`src/rtl/clock_monitor.sv`:
```
// Counts rising edges of an asynchronous signal over back-to-back windows of
// WINDOW clk_in cycles and reports the count with in-range / stuck flags.
module clock_monitor #(
  parameter int WINDOW  = 1024,
  parameter int CNT_W   = 16,
  parameter int EXP_MIN = 511,
  parameter int EXP_MAX = 513
) (
  input  logic             clk_in,
  input  logic             reset,
  input  logic             sig_in,
  input  logic             enable,
  output logic [CNT_W-1:0] count,
  output logic             valid,
  output logic             in_range,
  output logic             stuck
);

  localparam int               WIN_W    = (WINDOW > 1) ? $clog2(WINDOW) : 1;
  localparam logic [WIN_W-1:0] WIN_LAST = WIN_W'(WINDOW - 1);
  localparam logic [CNT_W-1:0] CNT_MAX  = '1;

  typedef enum logic {
    IDLE,
    MEASURE
  } state_t;

  state_t           state;
  logic             s1, s2, s3;
  logic             rise;
  logic [WIN_W-1:0] win_cnt, win_cnt_d;
  logic [CNT_W-1:0] edge_cnt, edge_cnt_d, edge_sum;
  logic [CNT_W-1:0] count_d;
  logic             valid_d, in_range_d, stuck_d;

  // The first enabled cycle is already window cycle 0, so the state follows
  // enable directly rather than lagging it by a register stage.
  assign state = enable ? MEASURE : IDLE;

  // Synchronizer and history flop run regardless of enable so that a signal
  // already high when enable rises is not mistaken for an edge.
  always_ff @(posedge clk_in or posedge reset) begin
    if (reset) begin
      s1 <= 1'b0;
      s2 <= 1'b0;
      s3 <= 1'b0;
    end else begin
      // NOTE: non-blocking assignments let s1->s2->s3 shift as a true pipeline;
      // blocking ones would collapse the chain into a single flop.
      s1 <= sig_in;
      s2 <= s1;
      s3 <= s2;
    end
  end

  assign rise     = s2 & ~s3;
  assign edge_sum = (rise && (edge_cnt != CNT_MAX)) ? edge_cnt + CNT_W'(1) : edge_cnt;

  always_comb begin
    // NOTE: every output of this block gets a default first so no path can
    // leave one unassigned and infer a latch.
    win_cnt_d  = '0;
    edge_cnt_d = '0;
    valid_d    = 1'b0;
    count_d    = count;
    in_range_d = in_range;
    stuck_d    = stuck;
    unique case (state)
      IDLE: begin
      end
      MEASURE: begin
        if (win_cnt == WIN_LAST) begin
          count_d    = edge_sum;
          in_range_d = (int'(edge_sum) >= EXP_MIN) && (int'(edge_sum) <= EXP_MAX);
          stuck_d    = (edge_sum == '0);
          valid_d    = 1'b1;
        end else begin
          win_cnt_d  = win_cnt + WIN_W'(1);
          edge_cnt_d = edge_sum;
        end
      end
    endcase
  end

  always_ff @(posedge clk_in or posedge reset) begin
    if (reset) begin
      win_cnt  <= '0;
      edge_cnt <= '0;
      count    <= '0;
      valid    <= 1'b0;
      in_range <= 1'b0;
      stuck    <= 1'b0;
    end else begin
      win_cnt  <= win_cnt_d;
      edge_cnt <= edge_cnt_d;
      count    <= count_d;
      valid    <= valid_d;
      in_range <= in_range_d;
      stuck    <= stuck_d;
    end
  end

endmodule

```
`config.mk`:
```
export PLATFORM = sky130hd
export DESIGN_NAME = clock_monitor
export DESIGN_NICKNAME = d
export VERILOG_FILES = /design/src/rtl/clock_monitor.sv
export SDC_FILE = /design/constraint.sdc
export NUM_CORES = 1
export LEC_CHECK = 0
export BUFFER_PORTS_ARGS = -buffer_cell sky130_fd_sc_hd__buf_2
export CAP_MARGIN = 0
export CORE_ASPECT_RATIO = 0.7
export CORE_MARGIN = 2
export CORE_UTILIZATION = 45
export DETAILED_ROUTE_END_ITERATION = 8
export PLACE_DENSITY = 0.66
export SYNTH_ARGS = -nofsm -noshare
export SYNTH_HDL_FRONTEND = slang
export SYNTH_SLANG_ARGS = --single-unit
```
`constraint.sdc`:
```
create_clock -name clk_in -period 3.3 [get_ports clk_in]
set_clock_uncertainty 0.05 [all_clocks]
set_input_delay 0.33 -clock clk_in [delete_from_list [all_inputs] [get_ports clk_in]]
set_output_delay 0.33 -clock clk_in [all_outputs]
set_load 0.01 [all_outputs]
```
==> run metrics, run 1 <==
status finished, final reports clean; unrepaired setup endpoints after global routing false; number of iterations in the first detailed-routing pass 4; distinct cell type count of the synthesized netlist 49; most common cell after layout, fill and taps aside sky130_fd_sc_hd__dfrtp_1; proportion of layout cells with a drive suffix above 1 0.174; count of flip-flops with a built-in enable after synthesis 0; met2 GRT Util 0.230; Lkg Pwr 0.00123 uW; post-route design area 2610 sq um; clock sinks 48; max incr delay on CP 0.46 ns; WL/cell 13.7 um; Slowest cell on crit path sky130_fd_sc_hd__dfrtp_1; maximum clock frequency 388 MHz; critical-path maximum fanout 5; fraction of the yosys area taken by sequential cells 0.507; async set-reset flop share out of synthesis 1.00; aggregate routed wire length 4520 um; Final Hold Violating Endpoints 0; final-layout setup total negative slack 0 ns; placeable core area 5150 sq um; cell-by-cell trace of the critical path ha_1 > nand4_2 > a311oi_1 > a21boi_0 > a2111oi_4 > nand4_1 > o22ai_1 > a22o_1; yosys synthesis warning count 0; Cell Pwr Density 375 nW/um^2; Setup-failing EPs final 0; final core utilization 0.507; GP Congestion 0.863; min Tclk post-route 2.58 ns; most used flip-flop cell after synthesis sky130_fd_sc_hd__dfrtp_1; most frequent cells in the layout sky130_fd_sc_hd__dfrtp_1 (48), sky130_fd_sc_hd__nor2_1 (34), sky130_fd_sc_hd__nand2_1 (26); Max-slew headroom 0.355; type of the worst setup path flop to flop; clock tree from TritonCTS yes; number of nets in the synthesized netlist 243; Layout fillers 490; boundary pin count 23; Die X 90.8 um; GRT Max-Usage Layer met1; cts repair resizes 0; number of buffers created by CTS 5; total number of vias 1,720; average cell area after synthesis 10.0 sq um; initial antenna violation count 0; Global Route met3 Usage 0.0419; GRT Resource Usage Total 0.169; required time of the worst setup path 3.49 ns; Worst setup EP type flop; min-delay worst type primary input to flop; number of global-route vias before repair 1,617; insertion delay of the later-clocked pin in the worst-skew pair 0.30 ns; starting density of the core 0.461; number of max-cap violations 0; critical path arrival 2.77 ns; number of H-tree levels 2; Worst Max-Slew Pin Slew 0.966 ns; post-CTS setup buffer count 0; final count of pins violating max slew 0; die area 5870 sq um; DRC violation count after routing 0; Final #Nets 264; Worst IR Drop VDD 0.255 mV; clock edge transition at the registers on the reported setup and hold paths 0.08 ns; GR Overflow Total 0; DP HPWL 3180 um; floorplan die height 64.7 um; antenna fix cells 0; Root Buffer Master sky130_fd_sc_hd__clkbuf_8; Post-Synthesis Cells 237; cts-stage hold buffer count 0; initial detailed-routing violation count 125; nature of the critical path startpoint flop; maximum number of pins on one net before global-route repair 49; number of buffers on the longest clock path 2; number of standard-cell rows in the floorplan 22; number of buffers inserted by port buffering 22; Layout area overhead 9.97%; Final ANT Viol Nets 0; share of the clock period used by the worst path 0.781; global-route wire length before repair 7910 um; Vias per Instance 5.21; cell area after synthesis 2370 sq um; met1 Resource Use GR 0.260; flop and latch count out of synthesis 48; Placement Cell Area 2530 sq um
==> cells by family after synthesis <==
kind of cell    Yosys count  synth area share
xor+xnor                 21            0.0776
compound gates           37             0.106
flops                    48             0.507
mux                       1           0.00422
simple gates            115             0.265
fa+ha+maj                 2            0.0106
buf+inv                  13            0.0301
==> power by group <==
group	switching (uW)	internal [uW]	leakage (uW)
Clock	192	144	0.0000400
Sequential	6.65	594	0.000661
Combinational	30.1	12.4	0.000532
==> stage by stage <==
| stage | hold WS (ns) | total power, uW | setup slack, ns | cells |
|---|---|---|---|---|
| 2_1_floorplan | 0.281 | 643 | 1.03 | 237 |
| 3_3_place_gp | 0.290 | 655 | 0.889 | 323 |
| 3_5_place_dp | 0.287 | 656 | 0.784 | 323 |
| 4_1_cts | 0.0771 | 994 | 0.759 | 330 |
| 5_1_grt | 0.0717 | 1030 | 0.520 | 330 |
| 6_report | 0.0836 | 978 | 0.722 | 330 |
==> sequential cells by signal (all words and copies together) (netlist names) <==
| signal | flops |
|---|---|
| stuck | 1 |
| edge_cnt | 16 |
| in_range | 1 |
| s2 | 1 |
| count | 16 |
| win_cnt | 10 |
| valid | 1 |
| s1 | 1 |
| s3 | 1 |
==> per-layer routing <==
metal	vias to the layer above	part of all wire	routed length (um)
met3	7	0.039	174
met4	0	0.013	57
met5	-	0	0
met2	27	0.39	1760
li1	870	-	-
met1	816	0.56	2530
==> final cells by class <==
| cell class | count | area, sq um | share of cell area |
|---|---|---|---|
| flip-flops and latches | 48 | 1200 | 0.461 |
| clock buffers | 5 | 68.8 | 0.0264 |
| inverters | 3 | 11.3 | 0.00432 |
| clock inverters | 2 | 12.5 | 0.00480 |
| repair buffers | 24 | 125 | 0.0480 |
| multi-input cells | 176 | 1100 | 0.421 |
| well taps | 72 | 90.1 | 0.0345 |
==> worst max-delay path, delay by kind of cell, from the launching register on <==
family          cells  cell delay, ns
compound gates      5            1.39
fa+ha+maj           1            0.27
flops               1            0.46
simple gates        2            0.37
==> Yosys cell counts (2+ instances only) <==
master / instances / area share
sky130_fd_sc_hd__buf_6: 3 / 0.014
sky130_fd_sc_hd__clkbuf_1: 7 / 0.011
sky130_fd_sc_hd__nand4b_1: 3 / 0.011
sky130_fd_sc_hd__nor4_1: 5 / 0.013
sky130_fd_sc_hd__nor3_1: 3 / 0.0063
sky130_fd_sc_hd__and3_1: 4 / 0.011
sky130_fd_sc_hd__a22o_1: 2 / 0.0074
sky130_fd_sc_hd__or3_1: 2 / 0.0053
sky130_fd_sc_hd__o21bai_1: 2 / 0.0063
sky130_fd_sc_hd__xnor2_1: 8 / 0.030
sky130_fd_sc_hd__ha_1: 2 / 0.011
sky130_fd_sc_hd__nor2_1: 34 / 0.054
sky130_fd_sc_hd__a21oi_1: 3 / 0.0063
sky130_fd_sc_hd__nand2_1: 26 / 0.041
sky130_fd_sc_hd__o31ai_1: 2 / 0.0063
sky130_fd_sc_hd__o21a_1: 2 / 0.0063
sky130_fd_sc_hd__nand4_1: 6 / 0.016
sky130_fd_sc_hd__nand3_1: 11 / 0.023
sky130_fd_sc_hd__nand2b_1: 2 / 0.0053
sky130_fd_sc_hd__xor2_1: 13 / 0.048
sky130_fd_sc_hd__nor3b_1: 2 / 0.0063
sky130_fd_sc_hd__dfrtp_1: 48 / 0.51
sky130_fd_sc_hd__and2_1: 2 / 0.0053
sky130_fd_sc_hd__inv_1: 3 / 0.0047
sky130_fd_sc_hd__o21ai_0: 18 / 0.038
==> worst paths after layout <==
kind / start / end / depth (start not counted) / slack [ns]
max: edge_cnt[1] / in_range / 8 / 0.72
min reg2reg: s1 / s2 / 0 / 0.30
max in group asynchronous: reset / edge_cnt[5] / 2 / 2.40
min: sig_in / s1 / 1 / 0.08
max reg2reg: edge_cnt[1] / in_range / 8 / 0.72
min in group asynchronous: reset / count[13] / 2 / 0.20
No activity file was read; power rests on OpenSTA's default activity.
==> inputs of run 2 (changes only) <==
clock period = 2.7 ns   (was 3.3 ns; I/O delays follow)
==> run 2 against run 1 <==
  * Cell area rose by 0.58%
  * Highest routed layer unchanged
  * Sequential cell count unchanged
  * Via count grew 1.7%
==> run metrics, run 2 (same netlist as run 1, synthesis figures left out) <==
insertion delay of the later-clocked pin in the worst-skew pair 0.30 ns (about the same); antenna fix cells 0 (unchanged); FF-to-FF Start edge_cnt[1] (unchanged); proportion of layout cells with a drive suffix above 1 0.181 (was 0.174); Die X 90.8 um (unchanged); Worst Max-Slew Pin Slew 0.965 ns (was 0.966 ns); GR Overflow Total 0 (unchanged); floorplan die height 64.7 um (unchanged); critical path arrival 2.64 ns (was 2.77 ns); share of the clock period used by the worst path 0.908 (was 0.781); status finished, final reports clean (unchanged); unrepaired setup endpoints after global routing false (unchanged); number of iterations in the first detailed-routing pass 4 (unchanged); most common cell after layout, fill and taps aside sky130_fd_sc_hd__dfrtp_1 (unchanged); end point of the most critical hold path s1 (unchanged); worst hold start sig_in (unchanged); clock tree from TritonCTS yes (unchanged); post-CTS setup buffer count 0 (unchanged); endpoint of the lowest-slack register-to-register path stuck (was in_range); number of max-cap violations 0 (unchanged); logic gate share of total power 0.043 (about the same); DRC violation count after routing 0 (unchanged); GP Congestion 0.846 (was 0.863); length in cells of the worst reg-to-reg path 8 (unchanged); Tot Pwr 1200 uW (was 978 uW); Worst IR Drop VDD 0.211 mV (was 0.255 mV); type of the worst setup path flop to flop (unchanged); total number of vias 1,749 (was 1,720); aggregate routed wire length 4560 um (was 4520 um); min-delay worst type primary input to flop (unchanged); global-route wire length before repair 8070 um (was 7910 um); Root Buffer Master sky130_fd_sc_hd__clkbuf_8 (unchanged); nature of the critical path startpoint flop (unchanged); placeable core area 5150 sq um (unchanged); Lkg Pwr 0.00124 uW (was 0.00123 uW); GRT Resource Usage Total 0.173 (was 0.169); min Tclk post-route 2.45 ns (was 2.58 ns); cts-stage hold buffer count 0 (unchanged); clock edge transition at the registers on the reported setup and hold paths 0.09 ns (was 0.08 ns); number of buffers on the longest clock path 2 (unchanged); most frequent cells in the layout sky130_fd_sc_hd__dfrtp_1 (48), sky130_fd_sc_hd__nor2_1 (34), sky130_fd_sc_hd__nand2_1 (26) (unchanged); number of buffers created by CTS 5 (unchanged); Switching Share 0.235 (was 0.233); Finished Layout Cells 332 (was 330); maximum number of pins on one net before global-route repair 49 (unchanged); number of buffers inserted by port buffering 22 (unchanged); die area 5870 sq um (unchanged); boundary pin count 23 (unchanged); number of standard-cell rows in the floorplan 22 (unchanged); initial detailed-routing violation count 103 (was 125); DP HPWL 3340 um (was 3180 um); number of global-route vias before repair 1,664 (was 1,617); Final Hold Violating Endpoints 0 (unchanged); number of instances in the placed design 325 (was 323); power share of the clock group 0.345 (was 0.343); starting density of the core 0.461 (unchanged); clock sinks 48 (unchanged); reg-to-reg slack, setup 0.25 ns (was 0.72 ns); Layout area overhead 10.6% (was 9.97%); Internal 918 uW (was 750 uW); cts repair resizes 0 (unchanged); initial antenna violation count 0 (unchanged); Max-slew headroom 0.356 (was 0.355); final-layout setup total negative slack 0 ns (unchanged); Setup-failing EPs final 0 (unchanged); maximum clock frequency 408 MHz (was 388 MHz); Worst setup EP type flop (unchanged); Final #Nets 266 (was 264); number of H-tree levels 2 (unchanged); final count of pins violating max slew 0 (unchanged); Vias per Instance 5.27 (was 5.21); Final ANT Viol Nets 0 (unchanged); Cell Pwr Density 457 nW/um^2 (was 375 nW/um^2); WL/cell 13.7 um (about the same); critical-path maximum fanout 8 (was 5); required time of the worst setup path 2.89 ns (was 3.49 ns); power share of the sequential group 0.612 (was 0.614); switching power 282 uW (was 228 uW); cell depth of the worst hold path 1 (unchanged); biggest registers after layout count x16, edge_cnt x16, win_cnt x10 (unchanged)
run 2: cell count changes in the layout (fill, tap and decap cells not counted), sizes merged:
| cell | before | now |
|---|---|---|
| buf | 24 | 26 |
run 2: cell type report:
class	count	area (sq um)
clock inverter	2	12.5
tap	72	90.1
multi-input combinational	176	1100
fill	487	2520
sequential	48	1200
timing repair buffer	26	140
clock buffer	5	68.8
inverter	3	11.3
run 2: layer usage:
| layer | routed length, um | GRT usage |
|---|---|---|
| met5 | 0 | 0 |
| met4 | 20 | 0.0538 |
| met3 | 230 | 0.0453 |
| met2 | 1830 | 0.241 |
| met1 | 2480 | 0.263 |
run 2: per-stage QoR:
stage               hold slack, ns  utilization  cell area (sq um)  setup WS (ns)
floorplan                    0.251            -               2370          0.428
global placement             0.287        0.494               2540          0.305
detailed placement           0.285        0.494               2540          0.282
CTS                         0.0206        0.509               2620          0.255
global route                0.0117        0.509               2620         0.0273
finish                      0.0290        0.509               2620          0.247
run 2: critical path, stage by stage (launching register included):
cell                      delay (ns)
sky130_fd_sc_hd__dfrtp_1        0.45
sky130_fd_sc_hd__ha_1           0.26
sky130_fd_sc_hd__nand4_2        0.19
sky130_fd_sc_hd__or4_4          0.52
sky130_fd_sc_hd__and2_4         0.18
sky130_fd_sc_hd__o31ai_1        0.22
sky130_fd_sc_hd__a32oi_1        0.17
sky130_fd_sc_hd__nor3_2         0.21
sky130_fd_sc_hd__a22o_1         0.15
run 2: how the worst max path moves through the flow:
stage / start / endpoint / slack [ns]
after floorplan: edge_cnt[1] / in_range / 0.43
after global placement: edge_cnt[1] / in_range / 0.30
after detailed placement: edge_cnt[1] / in_range / 0.28
after CTS: edge_cnt[1] / stuck / 0.26
after global routing: edge_cnt[1] / in_range / 0.03
final: edge_cnt[1] / stuck / 0.25
run 2: power by group through the flow:
| stage | logic (uW) | clock network (uW) | registers, uW |
|---|---|---|---|
| floorplan | 39.1 | 0 | 746 |
| finish | 52.0 | 413 | 734 |
| detailed placement | 53.8 | 0 | 748 |
| global route | 60.9 | 461 | 736 |
| CTS | 53.9 | 425 | 734 |
| global placement | 53.4 | 0 | 748 |
==> inputs of run 3 (changes only) <==
CORE_UTILIZATION = 58   (was 45)
PLACE_DENSITY = 0.81   (was 0.66)
==> run 3 against run 2 <==
  * Non-clock buffer count increased by 3
  * Combinational power increased by 4.4%
  * Count of clock-buffer cells in the layout increased by 1
  * Global-route usage increased by 6.2 points
  * Highest routed layer unchanged
==> run metrics, run 3 (same netlist as run 1, synthesis figures left out) <==
aggregate routed wire length 4720 um (was 4560 um); min-delay worst type primary input to flop (unchanged); Worst IR Drop VDD 0.320 mV (was 0.211 mV); min Tclk post-route 2.51 ns (was 2.45 ns); DP HPWL 3280 um (was 3340 um); unrepaired setup endpoints after global routing false (unchanged); final count of pins violating max slew 0 (unchanged); Lkg Pwr 0.00127 uW (was 0.00124 uW); number of max-cap violations 0 (unchanged); total number of vias 1,827 (was 1,749); share of the clock period used by the worst path 0.929 (was 0.908); Final ANT Viol Nets 0 (unchanged); worst hold start sig_in (unchanged); Worst Max-Slew Pin Slew 0.951 ns (was 0.965 ns); critical path arrival 2.70 ns (was 2.64 ns); floorplan die height 57.5 um (was 64.7 um); die area 4620 sq um (was 5870 sq um); number of buffers inserted by port buffering 22 (unchanged); GRT Resource Usage Total 0.235 (was 0.173); Cell Pwr Density 486 nW/um^2 (was 457 nW/um^2); clock tree from TritonCTS yes (unchanged); Layout area overhead 11.9% (was 10.6%); Vias per Instance 5.78 (was 5.27); antenna fix cells 0 (unchanged); maximum clock frequency 399 MHz (was 408 MHz); number of buffers created by CTS 5 (unchanged); most common cell after layout, fill and taps aside sky130_fd_sc_hd__dfrtp_1 (unchanged); FF-to-FF Start edge_cnt[1] (unchanged); clock sinks 48 (unchanged); maximum number of pins on one net before global-route repair 49 (unchanged); end point of the most critical hold path s1 (unchanged); endpoint of the lowest-slack register-to-register path in_range (was stuck); proportion of layout cells with a drive suffix above 1 0.193 (was 0.181); nature of the critical path startpoint flop (unchanged); critical-path maximum fanout 8 (unchanged); boundary pin count 23 (unchanged); Final Hold Violating Endpoints 0 (unchanged); Slowest cell on crit path sky130_fd_sc_hd__or4_4 (unchanged); required time of the worst setup path 2.89 ns (about the same); cell depth of the worst hold path 1 (unchanged); number of iterations in the first detailed-routing pass 4 (unchanged); gate family responsible for the most delay along the worst path simple AND/OR/NAND/NOR gates (unchanged); type of the worst setup path flop to flop (unchanged); most frequent cells in the layout sky130_fd_sc_hd__dfrtp_1 (48), sky130_fd_sc_hd__nor2_1 (34), sky130_fd_sc_hd__nand2_1 (26) (unchanged); initial antenna violation count 0 (unchanged); Final #Nets 269 (was 266); number of global-route vias before repair 1,752 (was 1,664); number of buffers on the longest clock path 2 (unchanged); biggest registers after layout count x16, edge_cnt x16, win_cnt x10 (unchanged); DRC violation count after routing 0 (unchanged); WL/cell 14.9 um (was 13.7 um); starting density of the core 0.604 (was 0.461); count of buffer and inverter cells on the critical path 0 (unchanged); reg-to-reg slack, setup 0.19 ns (was 0.25 ns); Setup-failing EPs final 0 (unchanged); cts-stage hold buffer count 0 (unchanged); clock edge transition at the registers on the reported setup and hold paths 0.08 ns (was 0.09 ns); length in cells of the worst reg-to-reg path 8 (unchanged); final core utilization 0.676 (was 0.509); Worst setup EP type flop (unchanged); final-layout setup total negative slack 0 ns (unchanged); Max-slew headroom 0.365 (was 0.356); initial detailed-routing violation count 151 (was 103); Root Buffer Master sky130_fd_sc_hd__clkbuf_8 (unchanged); Die X 80.4 um (was 90.8 um); status finished, final reports clean (unchanged); number of H-tree levels 2 (unchanged); cell-by-cell trace of the critical path ha_1 > nand4_2 > or4_4 > and3_4 > a2111oi_4 > nand4_1 > o22ai_1 > a22o_1 (was ha_1 > nand4_2 > or4_4 > and2_4 > o31ai_1 > a32oi_1 > nor3_2 > a22o_1); GR Overflow Total 0 (unchanged); global-route wire length before repair 8290 um (was 8070 um); placeable core area 3920 sq um (was 5150 sq um); max incr delay on CP 0.53 ns (was 0.52 ns); Layout fillers 342 (was 487); insertion delay of the later-clocked pin in the worst-skew pair 0.30 ns (about the same); number of standard-cell rows in the floorplan 19 (was 22); GP Congestion 0.954 (was 0.846)
-- run 3: worst max path at each step --
stage                           start  endpoint  slack (ns)  cells after the start
after floorplan           edge_cnt[1]  in_range        0.43                      9
after global placement    edge_cnt[1]  in_range        0.34                      8
after detailed placement  edge_cnt[1]  in_range        0.26                      8
after CTS                 edge_cnt[1]  in_range        0.18                      8
after global routing      edge_cnt[1]  in_range        0.03                      7
final                     edge_cnt[1]  in_range        0.19                      8
-- run 3: metrics by stage --
stage	total power [uW]	instances	hold slack (ns)	area (sq um)	setup WS (ns)
after floorplan	785	237	0.251	2370	0.428
after global placement	801	308	0.285	2540	0.337
after detailed placement	803	308	0.287	2540	0.256
after CTS	1310	316	0.0176	2650	0.180
after global routing	1350	316	0.00411	2650	0.0341
final	1290	316	0.0258	2650	0.191
-- run 3: cell type report --
type                    instances  area [sq um]  area share
clock buffers                   6          72.6      0.0274
clock inverters                 2          35.0      0.0132
inverters                       3          11.3     0.00425
multi-input cells             176          1100       0.417
flip-flops and latches         48          1200       0.453
well taps                      52          65.1      0.0245
repair buffers                 29           163      0.0613
-- run 3: report_power, final --
| group | switching [uW] | internal, uW | leakage, uW | total, uW |
|---|---|---|---|---|
| logic | 37.8 | 16.5 | 0.000557 | 54.3 |
| registers | 8.51 | 726 | 0.000661 | 734 |
| clock network | 225 | 275 | 0.0000552 | 500 |
-- run 3: per-layer routing --
layer | up-vias | routed length (um) | global-route usage
met5 | - | 0 | 0
met4 | 0 | 74 | 0.0872
met3 | 7 | 293 | 0.0601
met2 | 64 | 1970 | 0.329
met1 | 873 | 2380 | 0.353
li1 | 883 | - | -
-- run 3: repair_timing --
action | 4_1_cts | 5_1_grt
setup buffers | 0 | 0
setup endpoints to repair | 0 | 1
resized for setup | 0 | 1
-- run 3: worst register-to-register path, cell delays in order, from the launching register on --
cell and delay (ns):
sky130_fd_sc_hd__dfrtp_1 0.49, sky130_fd_sc_hd__ha_1 0.29, sky130_fd_sc_hd__nand4_2 0.21, sky130_fd_sc_hd__or4_4 0.53
sky130_fd_sc_hd__and3_4 0.22, sky130_fd_sc_hd__a2111oi_4 0.18, sky130_fd_sc_hd__nand4_1 0.15, sky130_fd_sc_hd__o22ai_1 0.18
sky130_fd_sc_hd__a22o_1 0.15
